[config.mk]
export PLATFORM = sky130hd
export DESIGN_NAME = mem_wb_pipe
export DESIGN_NICKNAME = d
export VERILOG_FILES = /design/src/rtl/mem_wb_pipe_pkg.sv /design/src/rtl/mem_wb_stage.sv /design/src/rtl/mem_wb_pipe.sv
export SDC_FILE = /design/constraint.sdc
export NUM_CORES = 1
export LEC_CHECK = 0
export ABC_CLOCK_PERIOD_IN_PS = 2440
export BUFFER_PORTS_ARGS = -buffer_cell sky130_fd_sc_hd__buf_2
export CORE_ASPECT_RATIO = 1.4
export CORE_UTILIZATION = 40
export DETAILED_ROUTE_END_ITERATION = 10
export PLACE_DENSITY = 0.71
export SYNTH_ARGS = -nofsm -noshare
export SYNTH_HDL_FRONTEND = slang
export SYNTH_SLANG_ARGS = --single-unit
export TNS_END_PERCENT = 20
[constraint.sdc]
create_clock -name i_clock -period 2.44 [get_ports i_clock]
set_input_delay 0.244 -clock i_clock [delete_from_list [all_inputs] [get_ports i_clock]]
set_output_delay 0.244 -clock i_clock [all_outputs]
set_load 0.005 [all_outputs]
[src/rtl/mem_wb_pipe_pkg.sv]
// Shared definitions for the MEM->WB boundary: default widths, the link
// register index and the control bundle carried through each stage.
package mem_wb_pipe_pkg;

  localparam int NB_DATA_DEF   = 32;
  localparam int NB_REG_DEF    = 5;
  localparam int NB_PC_DEF     = 32;
  localparam int NB_CNT_DEF    = 32;
  localparam int MAX_STAGES    = 4;

  // Link instructions always write the return address here.
  localparam logic [4:0] REG_RA = 5'd31;

  typedef struct packed {
    logic reg_write;
    logic mem_to_reg;
    logic r31_ctrl;
    logic halt;
  } wb_ctrl_t;

endpackage

[src/rtl/mem_wb_stage.sv]
// One MEM->WB register slice: valid, control bundle and data fields.
// Clear wins over load so a flush drops the slot even when the pipe is stalled.
module mem_wb_stage
  import mem_wb_pipe_pkg::*;
#(
  parameter int NB_DATA = NB_DATA_DEF,
  parameter int NB_REG  = NB_REG_DEF,
  parameter int NB_PC   = NB_PC_DEF
) (
  input  logic               i_clock,
  input  logic               i_reset_n,
  input  logic               i_load,
  input  logic               i_clear,
  input  logic               i_valid,
  input  wb_ctrl_t           i_ctrl,
  input  logic [NB_DATA-1:0] i_mem_data,
  input  logic [NB_DATA-1:0] i_alu_result,
  input  logic [NB_REG-1:0]  i_reg,
  input  logic [NB_PC-1:0]   i_pc,
  output logic               o_valid,
  output wb_ctrl_t           o_ctrl,
  output logic [NB_DATA-1:0] o_mem_data,
  output logic [NB_DATA-1:0] o_alu_result,
  output logic [NB_REG-1:0]  o_reg,
  output logic [NB_PC-1:0]   o_pc
);

  logic               r_valid;
  wb_ctrl_t           r_ctrl;
  logic [NB_DATA-1:0] r_mem_data;
  logic [NB_DATA-1:0] r_alu_result;
  logic [NB_REG-1:0]  r_reg;
  logic [NB_PC-1:0]   r_pc;

  always_ff @(posedge i_clock or negedge i_reset_n) begin
    if (!i_reset_n) begin
      r_valid      <= 1'b0;
      r_ctrl       <= '0;
      r_mem_data   <= '0;
      r_alu_result <= '0;
      r_reg        <= '0;
      r_pc         <= '0;
    end else if (i_clear) begin
      r_valid      <= 1'b0;
    end else if (i_load) begin
      r_valid      <= i_valid;
      r_ctrl       <= i_ctrl;
      r_mem_data   <= i_mem_data;
      r_alu_result <= i_alu_result;
      r_reg        <= i_reg;
      r_pc         <= i_pc;
    end
  end

  assign o_valid      = r_valid;
  assign o_ctrl       = r_ctrl;
  assign o_mem_data   = r_mem_data;
  assign o_alu_result = r_alu_result;
  assign o_reg        = r_reg;
  assign o_pc         = r_pc;

endmodule

[src/rtl/mem_wb_pipe.sv]
// MEM->WB pipeline boundary of 1..4 slices with stall, flush, a sticky halt
// flag, a saturating retired-instruction counter and the write-back mux.
module mem_wb_pipe
  import mem_wb_pipe_pkg::*;
#(
  parameter int NB_DATA   = NB_DATA_DEF,
  parameter int NB_REG    = NB_REG_DEF,
  parameter int NB_PC     = NB_PC_DEF,
  parameter int NB_STAGES = 1,
  parameter int NB_CNT    = NB_CNT_DEF
) (
  input  logic               i_clock,
  input  logic               i_reset_n,
  input  logic               i_enable,
  input  logic               i_flush,
  input  logic               i_MEM_valid,
  input  logic               i_MEM_reg_write,
  input  logic               i_MEM_mem_to_reg,
  input  logic               i_MEM_r31_ctrl,
  input  logic               i_MEM_halt,
  input  logic [NB_DATA-1:0] i_MEM_mem_data,
  input  logic [NB_DATA-1:0] i_MEM_alu_result,
  input  logic [NB_REG-1:0]  i_MEM_selected_reg,
  input  logic [NB_PC-1:0]   i_MEM_pc,
  output logic               o_WB_valid,
  output logic               o_WB_reg_write,
  output logic [NB_REG-1:0]  o_WB_write_reg,
  output logic [NB_DATA-1:0] o_WB_write_data,
  output logic               o_halted,
  output logic [NB_CNT-1:0]  o_retired_count
);

  if (NB_STAGES < 1 || NB_STAGES > MAX_STAGES) begin : g_bad_stages
    $error("mem_wb_pipe: NB_STAGES must be in 1..4");
  end
  if (NB_PC > NB_DATA) begin : g_bad_pc
    $error("mem_wb_pipe: NB_PC must not exceed NB_DATA");
  end

  function automatic logic [NB_CNT-1:0] sat_inc(input logic [NB_CNT-1:0] v);
    return (&v) ? v : v + NB_CNT'(1);
  endfunction

  // Index 0 is the MEM input side; index NB_STAGES is the final (WB) slice.
  logic               w_valid      [NB_STAGES+1];
  wb_ctrl_t           w_ctrl       [NB_STAGES+1];
  logic [NB_DATA-1:0] w_mem_data   [NB_STAGES+1];
  logic [NB_DATA-1:0] w_alu_result [NB_STAGES+1];
  logic [NB_REG-1:0]  w_reg        [NB_STAGES+1];
  logic [NB_PC-1:0]   w_pc         [NB_STAGES+1];

  logic               r_halted;
  logic [NB_CNT-1:0]  r_count;
  logic               w_load;
  logic               w_clear;
  logic               w_final_load;

  assign w_valid[0]      = i_MEM_valid;
  assign w_ctrl[0]       = '{reg_write:  i_MEM_reg_write,
                             mem_to_reg: i_MEM_mem_to_reg,
                             r31_ctrl:   i_MEM_r31_ctrl,
                             halt:       i_MEM_halt};
  assign w_mem_data[0]   = i_MEM_mem_data;
  assign w_alu_result[0] = i_MEM_alu_result;
  assign w_reg[0]        = i_MEM_selected_reg;
  assign w_pc[0]         = i_MEM_pc;

  // Once halted, neither enable nor flush may touch the slices.
  assign w_load       = i_enable & ~i_flush & ~r_halted;
  assign w_clear      = i_flush & ~r_halted;
  assign w_final_load = w_load & w_valid[NB_STAGES-1];

  for (genvar g = 0; g < NB_STAGES; g++) begin : g_stage
    mem_wb_stage #(
      .NB_DATA (NB_DATA),
      .NB_REG  (NB_REG),
      .NB_PC   (NB_PC)
    ) u_stage (
      .i_clock      (i_clock),
      .i_reset_n    (i_reset_n),
      .i_load       (w_load),
      .i_clear      (w_clear),
      .i_valid      (w_valid[g]),
      .i_ctrl       (w_ctrl[g]),
      .i_mem_data   (w_mem_data[g]),
      .i_alu_result (w_alu_result[g]),
      .i_reg        (w_reg[g]),
      .i_pc         (w_pc[g]),
      .o_valid      (w_valid[g+1]),
      .o_ctrl       (w_ctrl[g+1]),
      .o_mem_data   (w_mem_data[g+1]),
      .o_alu_result (w_alu_result[g+1]),
      .o_reg        (w_reg[g+1]),
      .o_pc         (w_pc[g+1])
    );
  end

  always_ff @(posedge i_clock or negedge i_reset_n) begin
    if (!i_reset_n) begin
      r_halted <= 1'b0;
    end else if (w_final_load && w_ctrl[NB_STAGES-1].halt) begin
      r_halted <= 1'b1;
    end
  end

  always_ff @(posedge i_clock or negedge i_reset_n) begin
    if (!i_reset_n) begin
      r_count <= '0;
    end else if (w_final_load) begin
      r_count <= sat_inc(r_count);
    end
  end

  // Write-back mux reads only the final slice, so nothing from MEM leaks through.
  always_comb begin
    o_WB_reg_write  = 1'b0;
    o_WB_write_reg  = '0;
    o_WB_write_data = '0;
    if (w_valid[NB_STAGES]) begin
      o_WB_reg_write = w_ctrl[NB_STAGES].reg_write;
      if (w_ctrl[NB_STAGES].r31_ctrl) begin
        o_WB_write_reg  = NB_REG'(REG_RA);
        o_WB_write_data = NB_DATA'(w_pc[NB_STAGES]);
      end else begin
        o_WB_write_reg  = w_reg[NB_STAGES];
        o_WB_write_data = w_ctrl[NB_STAGES].mem_to_reg ? w_mem_data[NB_STAGES]
                                                       : w_alu_result[NB_STAGES];
      end
    end
  end

  assign o_WB_valid      = w_valid[NB_STAGES];
  assign o_halted        = r_halted;
  assign o_retired_count = r_count;

endmodule

## After elaboration in Yosys (flattened, before gate mapping)

Index checks and enable logic that the tools add are counted.

- Bits in registers: 138
- Output and inout port bits: 72
- Bits of input ports: 110

- Reduce and logical (&&, ||, !) cells: 5
- Add/subtract/negate cells: 1
- Muxes and demuxes: 8
- Bitwise gates (word level): 8

Operators by type and width:

| kind | count |
|---|---|
| two-way mux 32 bit | 3 |
| adder 32 x 1 -> 32 bit, second input constant | 1 |
| AND reduction 32 bit | 1 |
| two-way mux 5 bit | 2 |
| bitwise AND 1 bit | 4 |
| inverter 1 bit | 4 |
| AND reduction 2 bit | 2 |
| two-way mux 1 bit | 3 |
| nonzero test 2 bit | 1 |
| logical AND 1 bit | 1 |

## Depth between registers and ports, before layout

Gate-level depths: netlist (run 1).

- Depth after elaboration: 5
- Mapped depth: 6
- Mapped depth without buffers: 6

## Hierarchy

Synthesis (run 1) repeated with hierarchy kept, for this count alone.

- Cell total of the unflattened synthesis: 533
- Area, all modules: 6,829.0 um^2

Modules (own cells, without submodules):

| module | area an instance (um^2) | sequential area each (um^2) | times used | cells an instance |
|---|---|---|---|---|
| mem_wb_stage | 4,219.0 | 2,652.5 | 1 | 226 |
| mem_wb_pipe | 2,610.0 | 825.8 | 1 | 307 |

## Worst setup path after synthesis (run 1)

OpenSTA, ideal clock, no wires.

- Path type: reg-to-reg
- Start: reg r_count[0], in the netlist o_retired_count[0]
- End: reg r_count[28], in the netlist o_retired_count[28]
- Required time: 2,302 ps
- Path slack: 537 ps
- Library setup time: 138 ps
- Period minus slack after synthesis: 1,903 ps
- Cell stages (with the launch flop): 7
- Arrival time: 1,765 ps
- Path buffers: 0
- Cells stage by stage: dfrtp_1 > ha_1 > nand3_1 > or4_4 > o21ai_4 > nor4_1 > xor2_1

- Longest elaborated chain between the ends: 3
- Elaborated cells on any way between the ends: 4

Ends and longest elaborated chain:

| what | line | RTL |
|---|---|---|
| start, declared | mem_wb_pipe.sv:53 | `logic [NB_CNT-1:0] r_count;` |
| start signal, assigned | mem_wb_pipe.sv:110 | `r_count <= sat_inc(r_count);` |
| parallel branches: the longest is 3 deep, another holds adder 32 x 1 -> 32 bit | - |  |

Several ways; the timed one is not identified.
A chain may end at the register's enable or synchronous reset.

## Worst setup path after layout (run 1)

Ends and elaborated chain as after synthesis.

==> summary.md, run 1 <==
| Metric | Value |
|---|---|
| Status | `finished, final reports clean` |
| Global-route wire length before repair | `23,400 µm` |
| RSZ-0062 raised after global routing | `false` |
| Core area | `15,540 µm²` |
| Hold Crit Start | `i_MEM_mem_data[20]` |
| Initial Utilization | `40.89%` |
| DPL Wire Length | `10,900 µm` |
| H-tree levels | `4` |
| Worst r2r src | `o_retired_count[0]` |
| Largest family of logic cells by synthesized area | `multiplexers` |
| Placed instance count | `875` |
| Vias in the first global route | `4,745` |
| Period utilisation layout | `86.87%` |
| Reg2Reg Depth | `6` |
| Simple-Gate Fraction of Synth Area | `11.52%` |
| Initial antenna violation count | `0` |
| Post-route ant nets | `0` |
| Num ports | `182` |
| Post-Route Setup TNS | `0 ps` |
| Overall Power | `9026 µW` |
| Port buffer count | `181` |
| Routability cong. | `0.8225` |
| Main synth FF type | `dfrtp_1` |
| Vias/cell | `5.117` |
| Non-Filler Instances | `908` |
| # DRC | `0` |
| Peak supply drop | `0.7338 mV` |
| Flops & latches, synth | `138` |
| Clk_lat worst skew | `410 ps` |
| First DRT Iteration DRCs | `161` |
| XOR/XNOR share of the synthesized area | `4.273%` |
| All-layer global routing usage | `18.82%` |
| Slowest-stage cell, CP | `or4_4` |
| CTS Buffer Depth | `2` |
| WP data required | `2720 ps` |
| Worst slew margin | `55.89%` |
| Delay-heaviest family, CP | `simple AND/OR/NAND/NOR gates` |
| Crit path depth | `6` |
| Cts hold-fix bufs | `1` |
| DIE AREA | `16,400 µm²` |
| Post-Synth Adder-Cell Area | `0.1969%` |
| CP endpoint kind | `flop` |
| Number of gates resized after cts | `0` |
| GRT overflow | `0` |
| Max Cap Viol | `0` |
| Net count after synthesis | `622` |
| Final min period | `2120 ps` |
| Antenna cells | `0` |
| CP Launch Point | `o_retired_count[0]` |
| # setup viols final | `0` |
| Crit-path max cell delay | `630 ps` |
| CTS tree | `done` |
| Fin nets | `810` |
| Clock Pin Slew Worst Setup and Hold Paths | `60 ps` |
| Post-synth EDFFs | `0` |
| Count of clock tree sinks | `138` |
| Final Hold Vio Count | `0` |
| Post-synthesis sequential area ratio | `54.35%` |
| Avg Synthesized Cell Area | `12.43 µm²` |
| Worst min-delay path class | `in -> reg` |
| Min Hold Slack | `61.64 ps` |
| Achievable clock frequency | `471.8 MHz` |
| Floorplan row count | `54` |
| Cell Pwr Density | `1101 nW/µm²` |
| Multiplexer area fraction after synthesis | `23.65%` |
| Final max-slew violation count | `0` |
| Worst-path cell chain | `ha_1, nand3_1, or4_4, o21ai_4, nor4_1, xor2_1` |
| Setup bufs post-CTS | `0` |
| Clock skew | `7.472 ps` |
| Critical path arrival | `2400 ps` |
| Die span in y | `151.1 µm` |
| Worst Path Buf+Inv | `0` |
| Cells after Synth | `511` |
| Critical Path Start Type | `flop` |
| Ys async rst share | `100.0%` |
| Clock root buffer | `clkbuf_16` |
| Syn-to-layout area delta | `29.03%` |
| Chip width | `108.5 µm` |
| Count of cell types in the netlist | `35` |
| Largest net degree at the start of global routing | `60` |
| Post-Route WL | `14,970 µm` |
| CP Max Fanout | `8` |
| P_leak | `0.003907 µW` |
| Routed vias | `4,646` |
| WL/cell | `16.49 µm` |
| Clock buffers created by TritonCTS | `17` |
| Least-Margin Pin Slew | `660.9 ps` |
| Share of layout cells above drive strength 1 | `47.89%` |
| Drt pass-1 iters | `4` |
| Mapped Area | `6354 µm²` |
| WS Path Type | `reg -> reg` |
| YS warnings | `0` |
| Hold Path Stages | `2` |
| Synth Area in Compound Gates | `4.195%` |
stage by stage:
stage	util [%]	cell area (µm²)	setup WS, ps
3_3_place_gp	48.83	7589	397.5
5_1_grt	52.75	8198	144.7
3_5_place_dp	48.83	7589	330.2
6_report	52.75	8198	320.4
4_1_cts	52.75	8198	288.3
2_1_floorplan	-	6354	536.8
cell usage in the layout, fill, tap and decap left out, types with 2 or more instances in the layout:
| cell | n |
|---|---|
| and2_1 | 33 |
| and3_1 | 3 |
| and4_1 | 8 |
| buf_12 | 6 |
| buf_2 | 180 |
| buf_4 | 8 |
| bufinv_16 | 3 |
| clkbuf_1 | 2 |
| clkbuf_16 | 17 |
| clkinv_2 | 2 |
| clkinv_4 | 2 |
| clkinvlp_4 | 3 |
| dfrtp_1 | 136 |
| dfrtp_2 | 2 |
| inv_6 | 3 |
| mux2_2 | 105 |
| mux2i_1 | 32 |
| nand2_1 | 47 |
| nand3_1 | 10 |
| nand4_1 | 8 |
| nor2_1 | 10 |
| nor3_1 | 3 |
| o21a_1 | 5 |
| o21ai_0 | 33 |
| xnor2_1 | 20 |
| xor2_1 | 11 |
synthesized netlist by cell type, types with 10 or more instances:
library cell  number  area [µm²]
and2_1            33       206.5
mux2i_1           32       320.3
o21ai_0           33       165.2
dfrtp_1          138        3453
nor2_1            10       37.54
mux2_2           105        1182
xnor2_1           20       175.2
nand3_1           10       50.05
nand2_1           47       176.4
xor2_1            11       96.34
clkbuf_1          19       71.32
final cells by class:
cell class	count	area, µm²
fill	1330	7342
sequential	138	3456
clock inverter	13	166.4
tap	196	245.2
timing repair buffer	196	1102
multi-input combinational	345	2791
clock buffer	19	432.9
inverter	1	3.754
cell families after synthesis:
logic type	Yosys count
compound gates	44
xor+xnor	31
fa+ha+maj	1
buf+inv	28
flops	138
mux	137
simple gates	132
layer usage:
layer	routed length, µm	part of all wire (%)	global-route usage, %
met3	968	6.5	5.551
met2	7645	51	32.44
met1	6020	40	21.55
met5	0	0	0
met4	338	2.3	7.905
path summary, 6_finish.rpt:
kind | slack (ps) | end
setup / recovery | 320 | o_retired_count[28]
hold / removal | 60 | g_stage[0].u_stage.o_mem_data[20]
setup reg to reg | 320 | o_retired_count[28]
hold reg to reg | 500 | o_retired_count[21]
max in group asynchronous | 1310 | g_stage[0].u_stage.o_alu_result[3]
min in group asynchronous | 340 | g_stage[0].u_stage.o_pc[18]
where the power goes:
group / leakage [µW] / switching [µW] / internal (µW) / total [µW]
registers: 0.00167 / 565 / 3210 / 3780
logic: 0.00195 / 1130 / 1540 / 2660
clock network: 0.000284 / 968 / 1610 / 2580
No activity file was read; power rests on OpenSTA's default activity.
==> inputs of run 2 (changes only) <==
--- a/config.mk
+++ b/config.mk
@@ -5,9 +5,8 @@
 export SDC_FILE = /design/constraint.sdc
 export NUM_CORES = 1
 export LEC_CHECK = 0
-export ABC_CLOCK_PERIOD_IN_PS = 2440
+export ABC_CLOCK_PERIOD_IN_PS = 2000
 export BUFFER_PORTS_ARGS = -buffer_cell sky130_fd_sc_hd__buf_2
-export CORE_ASPECT_RATIO = 1.4
 export CORE_UTILIZATION = 40
 export DETAILED_ROUTE_END_ITERATION = 10
 export PLACE_DENSITY = 0.71
==> constraint.sdc (replaced) <==
create_clock -name i_clock -period 2 [get_ports i_clock]
set_input_delay 0.2 -clock i_clock [delete_from_list [all_inputs] [get_ports i_clock]]
set_output_delay 0.2 -clock i_clock [all_outputs]
set_load 0.005 [all_outputs]
==> run 2 against run 1 <==
Via count fell by 1.2%; flip-flop and latch count is the same; hold slack worse by 44 ps; sequential share of layout area is 0.65 points lower; non-clock buffer count grew 13; register-to-register slack worse by 240 ps; wire length shrank 1.8%; clock power is 23% higher; final cell count up 3.1%; first-iteration DRC count rose by 6.2%.
==> summary.md, run 2 (synthesized netlist as in run 1, its figures left out) <==
| Metric | Value |
|---|---|
| Status | `finished, final reports clean` |
| Most common cell after layout, fill and taps aside | `buf_2` |
| Final Hold Vio Count | `0 (unchanged)` |
| Peak supply drop | `0.5617 mV (-23%)` |
| Placed instance count | `900 (+2.9%)` |
| CTS Buffer Depth | `2 (unchanged)` |
| Clock skew | `3.920 ps (-3.552 ps)` |
| Chip width | `128.0 µm (+18%)` |
| Dpl cell area | `7657 µm² (+0.91%)` |
| Vias in the first global route | `4,771 (+0.55%)` |
| Non-Filler Instances | `936 (+3.1%)` |
| DIE AREA | `16,390 µm² (about the same)` |
| Critical Path Start Type | `flop` |
| Port buffer count | `181 (unchanged)` |
| H-tree levels | `4 (unchanged)` |
| Slowest-stage cell, CP | `or4_4` |
| Antenna cells | `0 (unchanged)` |
| Reg area | `3458 µm² (about the same)` |
| Drt pass-1 iters | `5 (+1)` |
| Vias/cell | `4.904 (-4.2%)` |
| Initial Utilization | `41.33% (+0.45 points)` |
| Achievable clock frequency | `521.7 MHz (+11%)` |
| Routed vias | `4,590 (-1.2%)` |
| Post-route ant nets | `0 (unchanged)` |
| Most frequent cells in the layout | `buf_2 (180), dfrtp_1 (136), mux2_2 (105)` |
| Global-route wire length before repair | `23,590 µm (+0.83%)` |
| Period utilisation layout | `95.84% (+9.0 points)` |
| Largest net degree at the start of global routing | `84 (+40%)` |
| Worst slew margin | `69.23% (+13 points)` |
| Reg2Reg Depth | `6 (unchanged)` |
| CTS tree | `done` |
| Clock Pin Slew Worst Setup and Hold Paths | `60 ps (about the same)` |
| CP Max Fanout | `8 (unchanged)` |
| Min Hold Slack | `17.51 ps (-44.13 ps)` |
| Routability cong. | `0.7818 (-4.9%)` |
| All-layer global routing usage | `18.69% (-0.14 points)` |
| Die span in y | `128.0 µm (-15%)` |
| Worst-path cell chain | `ha_1, nand3_1, or4_4, o21ai_4, nor4_1, xor2_1` |
| Initial antenna violation count | `0 (unchanged)` |
| GRT overflow | `0 (unchanged)` |
| RSZ-0062 raised after global routing | `true` |
| Count of clock tree sinks | `138 (unchanged)` |
| Worst min-delay path class | `in -> reg` |
| Hold Path Stages | `2 (unchanged)` |
| Post-Route WL | `14,700 µm (-1.8%)` |
| P_leak | `0.004002 µW (+2.4%)` |
| Syn-to-layout area delta | `31.15%` |
| Clock root buffer | `clkbuf_16` |
| Least-Margin Pin Slew | `461.5 ps (-199.4 ps)` |
| CP endpoint kind | `flop` |
| Floorplan row count | `45 (-17%)` |
| Overall Power | `11,110 µW (+23%)` |
| Fin nets | `823 (+1.6%)` |
| WP data required | `2280 ps (-440 ps)` |
| Num ports | `182 (unchanged)` |
| First DRT Iteration DRCs | `171 (+6.2%)` |
| DPL Wire Length | `10,400 µm (-4.6%)` |
| WS Path Type | `reg -> reg` |
| Crit-path max cell delay | `580 ps (-50 ps)` |
| Final min period | `1917 ps (-202.8 ps)` |
| Critical path arrival | `2190 ps (-210 ps)` |
| Finished Cell Area | `8333 µm² (+1.6%)` |
| # DRC | `0 (unchanged)` |
| # setup viols final | `0 (unchanged)` |
| Share of layout cells above drive strength 1 | `49.10% (+1.2 points)` |
| Cell Pwr Density | `1334 nW/µm² (+21%)` |
| Multi-input gate area | `2816 µm² (+0.90%)` |
| Clock buffers created by TritonCTS | `17 (unchanged)` |
| Max Cap Viol | `0 (unchanged)` |
| Core area | `15,370 µm² (-1.1%)` |
| Clk_lat worst skew | `410 ps (about the same)` |
| WL/cell | `15.71 µm (-4.7%)` |
| Filler instances | `1,315 (-1.1%)` |
| Final max-slew violation count | `0 (unchanged)` |
run 2: cell types whose count changed in the layout (fill, tap and decap cells not counted), sizes merged:
cell / before / now
buf: 195 / 208
bufinv: 3 / 2
clkbuf: 19 / 26
clkinv: 4 / 3
clkinvlp: 3 / 1
inv: 4 / 1
run 2: area by class of cell:
type | instances | area share [%]
multi-input combinational | 345 | 33.80
inverter | 1 | 0.04505
timing repair buffer | 209 | 14.14
clock buffer | 26 | 6.351
tap | 211 | 3.168
sequential | 138 | 41.50
clock inverter | 6 | 0.9910
run 2: repair_timing:
item                                    4_1_cts  5_1_grt
hold buffers                                  1        0
setup buffers                                 2        1
resized for setup                             1        6
endpoints found under the setup margin       23       26
endpoints found under the hold margin        42        0
pin swaps                                     0        2
run 2: per-layer routing:
layer	global-route usage, %	vias up	part of all wire (%)
li1	-	2192	-
met1	24.00	2231	45
met2	29.96	147	47
met3	5.217	20	5.7
met4	7.336	0	1.6
met5	0	-	0
run 2: power by group:
| part | internal, µW | switching [µW] |
|---|---|---|
| logic | 1930 | 1480 |
| registers | 3930 | 600 |
| clock network | 2060 | 1110 |
run 2: through the flow:
step / TNS (ps) / utilization, % / setup WS (ps)
2_1_floorplan: 0 / - / 96.76
3_3_place_gp: 0 / 49.82 / 106.0
3_5_place_dp: 0 / 49.82 / 35.39
4_1_cts: 0 / 53.98 / 37.52
5_1_grt: -59.86 / 54.21 / -30.15
6_report: 0 / 54.21 / 83.21
run 2: worst max-delay path: cells and delay by family, from the launching register on:
family                     cells  cell delay, ps
and+or+nand+nor                3             790
xor gates and xnor gates       1             150
AOI/OAI and AO/OA              1             270
adders and majority gates      1             180
DFF                            1             390
run 2: worst paths after layout:
| kind | start | endpoint | slack (ps) |
|---|---|---|---|
| min in group asynchronous | i_reset_n | g_stage[0].u_stage.o_pc[21] | 300 |
| max in group asynchronous | i_reset_n | g_stage[0].u_stage.o_mem_data[1] | 990 |
| worst max-delay path | o_retired_count[0] | o_retired_count[28] | 80 |
| worst min register to register | g_stage[0].u_stage.o_alu_result[13] | g_stage[0].u_stage.o_alu_result[13] | 500 |
| worst max register to register | o_retired_count[0] | o_retired_count[28] | 80 |
| worst min-delay path | i_MEM_mem_data[28] | g_stage[0].u_stage.o_mem_data[28] | 20 |
==> inputs of run 3 (changes only) <==
--- a/config.mk
+++ b/config.mk
@@ -9,8 +9,9 @@
 export BUFFER_PORTS_ARGS = -buffer_cell sky130_fd_sc_hd__buf_2
 export CORE_UTILIZATION = 40
 export DETAILED_ROUTE_END_ITERATION = 10
-export PLACE_DENSITY = 0.71
+export PLACE_DENSITY = 0.7
 export SYNTH_ARGS = -nofsm -noshare
 export SYNTH_HDL_FRONTEND = slang
+export SYNTH_HIERARCHICAL = 1
 export SYNTH_SLANG_ARGS = --single-unit
 export TNS_END_PERCENT = 20
==> run 3 against run 2 <==
Hold slack improved by 4.7 ps; flip-flop and latch count did not move; critical path depth did not move; total power rose by 0.95%; worst setup slack got worse by 32 ps; clock power fell by 3%; sequential share of layout area fell by 2.6 points; synthesized cell count rose by 3.9%; count of clock-buffer cells in the layout fell by 4; die area rose by 6.8%; clock skew rose by 3.6 ps; final cell count rose by 5.1%; critical path type unchanged; largest cell class unchanged.
==> summary.md, run 3 <==
| Metric | Value |
|---|---|
| DPL Wire Length | `10,680 µm (+2.7%)` |
| H-tree levels | `4 (unchanged)` |
| Final max-slew violation count | `0 (unchanged)` |
| Share of layout cells above drive strength 1 | `47.50% (-1.6 points)` |
| Post-Route Setup TNS | `0 ps (unchanged)` |
| Worst-path cell chain | `nand3_1, nor4_4, nand4b_1, buf_4, nor3b_2, xor2_1` |
| CTS tree | `done` |
| Avg Synthesized Cell Area | `12.79 µm² (+2.9%)` |
| WL/cell | `15.84 µm (+0.85%)` |
| Vias/cell | `4.884 (-0.40%)` |
| Port buffer count | `181 (unchanged)` |
| Post-route ant nets | `0 (unchanged)` |
| Worst slew margin | `60.98% (-8.2 points)` |
| Status | `finished, final reports clean` |
| Largest net degree at the start of global routing | `62 (-26%)` |
| Filler instances | `1,421 (+8.1%)` |
| Num ports | `182 (unchanged)` |
| First DRT Iteration DRCs | `182 (+6.4%)` |
| WP data required | `2290 ps (about the same)` |
| Peak supply drop | `0.6414 mV (+14%)` |
| All-layer global routing usage | `18.60% (-0.085 points)` |
| DIE AREA | `17,510 µm² (+6.8%)` |
| Die span in y | `132.3 µm (+3.3%)` |
| Chip width | `132.3 µm (+3.3%)` |
| Placed instance count | `929 (+3.2%)` |
| Floorplan row count | `47 (+4.4%)` |
| Crit-path max cell delay | `420 ps (-160 ps)` |
| Met2 wire length | `6988 µm (+0.58%)` |
| Fin nets | `858 (+4.3%)` |
| Clock buffers created by TritonCTS | `17 (unchanged)` |
| # setup viols final | `0 (unchanged)` |
| Initial Utilization | `40.96% (-0.37 points)` |
| Clock skew | `7.570 ps (+3.649 ps)` |
| Syn-to-layout area delta | `30.72%` |
| Routed vias | `4,806 (+4.7%)` |
| Drt pass-1 iters | `4 (-1)` |
| Count of clock tree sinks | `138 (unchanged)` |
| Final min period | `1949 ps (+32.37 ps)` |
| Top sig layer | `met5` |
| Most frequent cells in the layout | `buf_2 (180), dfrtp_1 (136), mux2_2 (54)` |
| Cell Pwr Density | `1263 nW/µm² (-5.3%)` |
| Routability cong. | `0.8188 (+4.7%)` |
| Slowest-stage cell, CP | `dfrtp_1` |
| Mapped Area | `6793 µm² (+6.9%)` |
| Clk_lat worst skew | `410 ps (about the same)` |
| Vias in the first global route | `4,964 (+4.0%)` |
| YS warnings | `6 (+6)` |
| Global-route wire length before repair | `25,390 µm (+7.6%)` |
| Wl on met1 | `7032 µm (+5.2%)` |
| Period utilisation layout | `97.46% (+1.6 points)` |
| Max Cap Viol | `0 (unchanged)` |
| Initial antenna violation count | `6 (+6)` |
| Cells after Synth | `531 (+3.9%)` |
| CP endpoint kind | `flop` |
| Most common cell after layout, fill and taps aside | `buf_2` |
| Final Hold Vio Count | `0 (unchanged)` |
| Clock Pin Slew Worst Setup and Hold Paths | `60 ps (about the same)` |
| Post-Route WL | `15,590 µm (+6.0%)` |
| Least-Margin Pin Slew | `585.2 ps (+123.7 ps)` |
| WS Path Type | `reg -> reg` |
| CP Max Fanout | `16 (+8)` |
| Core area | `16,580 µm² (+7.9%)` |
| Achievable clock frequency | `513.0 MHz (-1.7%)` |
| Critical Path Start Type | `flop` |
| Net count after synthesis | `642 (+3.2%)` |
| # DRC | `0 (unchanged)` |
| CTS Buffer Depth | `2 (unchanged)` |
| Critical path arrival | `2240 ps (+50 ps)` |
| Metal3 WL | `1474 µm (+77%)` |
| Non-Filler Instances | `984 (+5.1%)` |
| P_leak | `0.004308 µW (+7.6%)` |
| Clock root buffer | `clkbuf_16` |
| Worst min-delay path class | `in -> reg` |
| GRT overflow | `0 (unchanged)` |
==> run 3: changes by cell type in the layout (fill, tap and decap cells not counted), sizes merged, moves of 4 or more <==
cell	previous run	this run
clkbuf	26	22
buf	208	213
and4	8	3
nand3	10	18
dlygate4sd3	1	16
diode	0	4
==> run 3: power breakdown <==
part	leakage [µW]	switching [µW]	internal [µW]
Sequential	0.00168	646	3920
Combinational	0.00235	1440	2150
Clock	0.000276	1160	1900
==> run 3: worst max-delay path, delay by kind of cell, from the launching register on <==
kind | cells | cell delay, ps
AND/OR/NAND/NOR | 4 | 1010
flip-flops | 1 | 420
XOR/XNOR | 1 | 140
buffers and inverters | 1 | 260
==> run 3: worst paths after layout <==
check | start | end | slack, ps | depth (start not counted)
worst max-delay path | o_retired_count[22] | o_retired_count[25] | 50 | 6
worst min-delay path | i_MEM_alu_result[7] | g_stage[0].u_stage/o_alu_result[7] | 20 | 2
worst max register to register | o_retired_count[22] | o_retired_count[25] | 50 | 6
worst min register to register | o_retired_count[20] | o_retired_count[20] | 500 | 1
max in group asynchronous | i_reset_n | o_retired_count[18] | 1000 | 3
min in group asynchronous | i_reset_n | g_stage[0].u_stage/o_mem_data[9] | 350 | 2
==> run 3: metal layers <==
metal / GRT usage [%] / up-vias
met5: 0 / -
met4: 4.598 / 2
met3: 8.304 / 6
met2: 28.54 / 173
met1: 23.99 / 2339
li1: - / 2286
==> run 3: metrics by stage <==
stage               setup slack, ps  hold slack [ps]  area [µm²]  utilization (%)  power (µW)
floorplan                     150.8           -95.59        6793                -        7062
global placement              166.9            230.6        8099            48.84        8089
detailed placement            112.8            228.9        8099            48.84        8202
CTS                           31.70           0.3793        8842            53.32       11350
global route                 -50.99           0.7199        8875            53.52       11950
finish                        50.84            22.24        8880            53.55       11220
==> run 3: repair_timing <==
item,4_1_cts,5_1_grt
hold buffers,16,0
resized for setup,0,1
setup buffers,0,3
endpoints found under the setup margin,0,5
endpoints found under the hold margin,74,0
==> run 3: final cells by class <==
class | count | area (µm²) | area share, %
diodes | 4 | 10.01 | 0.1127
clock inverters | 10 | 118.9 | 1.339
clock buffers | 22 | 464.2 | 5.228
flip-flops and latches | 138 | 3456 | 38.92
multi-input cells | 359 | 3085 | 34.75
inverters | 2 | 7.507 | 0.08454
well taps | 220 | 275.3 | 3.100
repair buffers | 229 | 1463 | 16.47
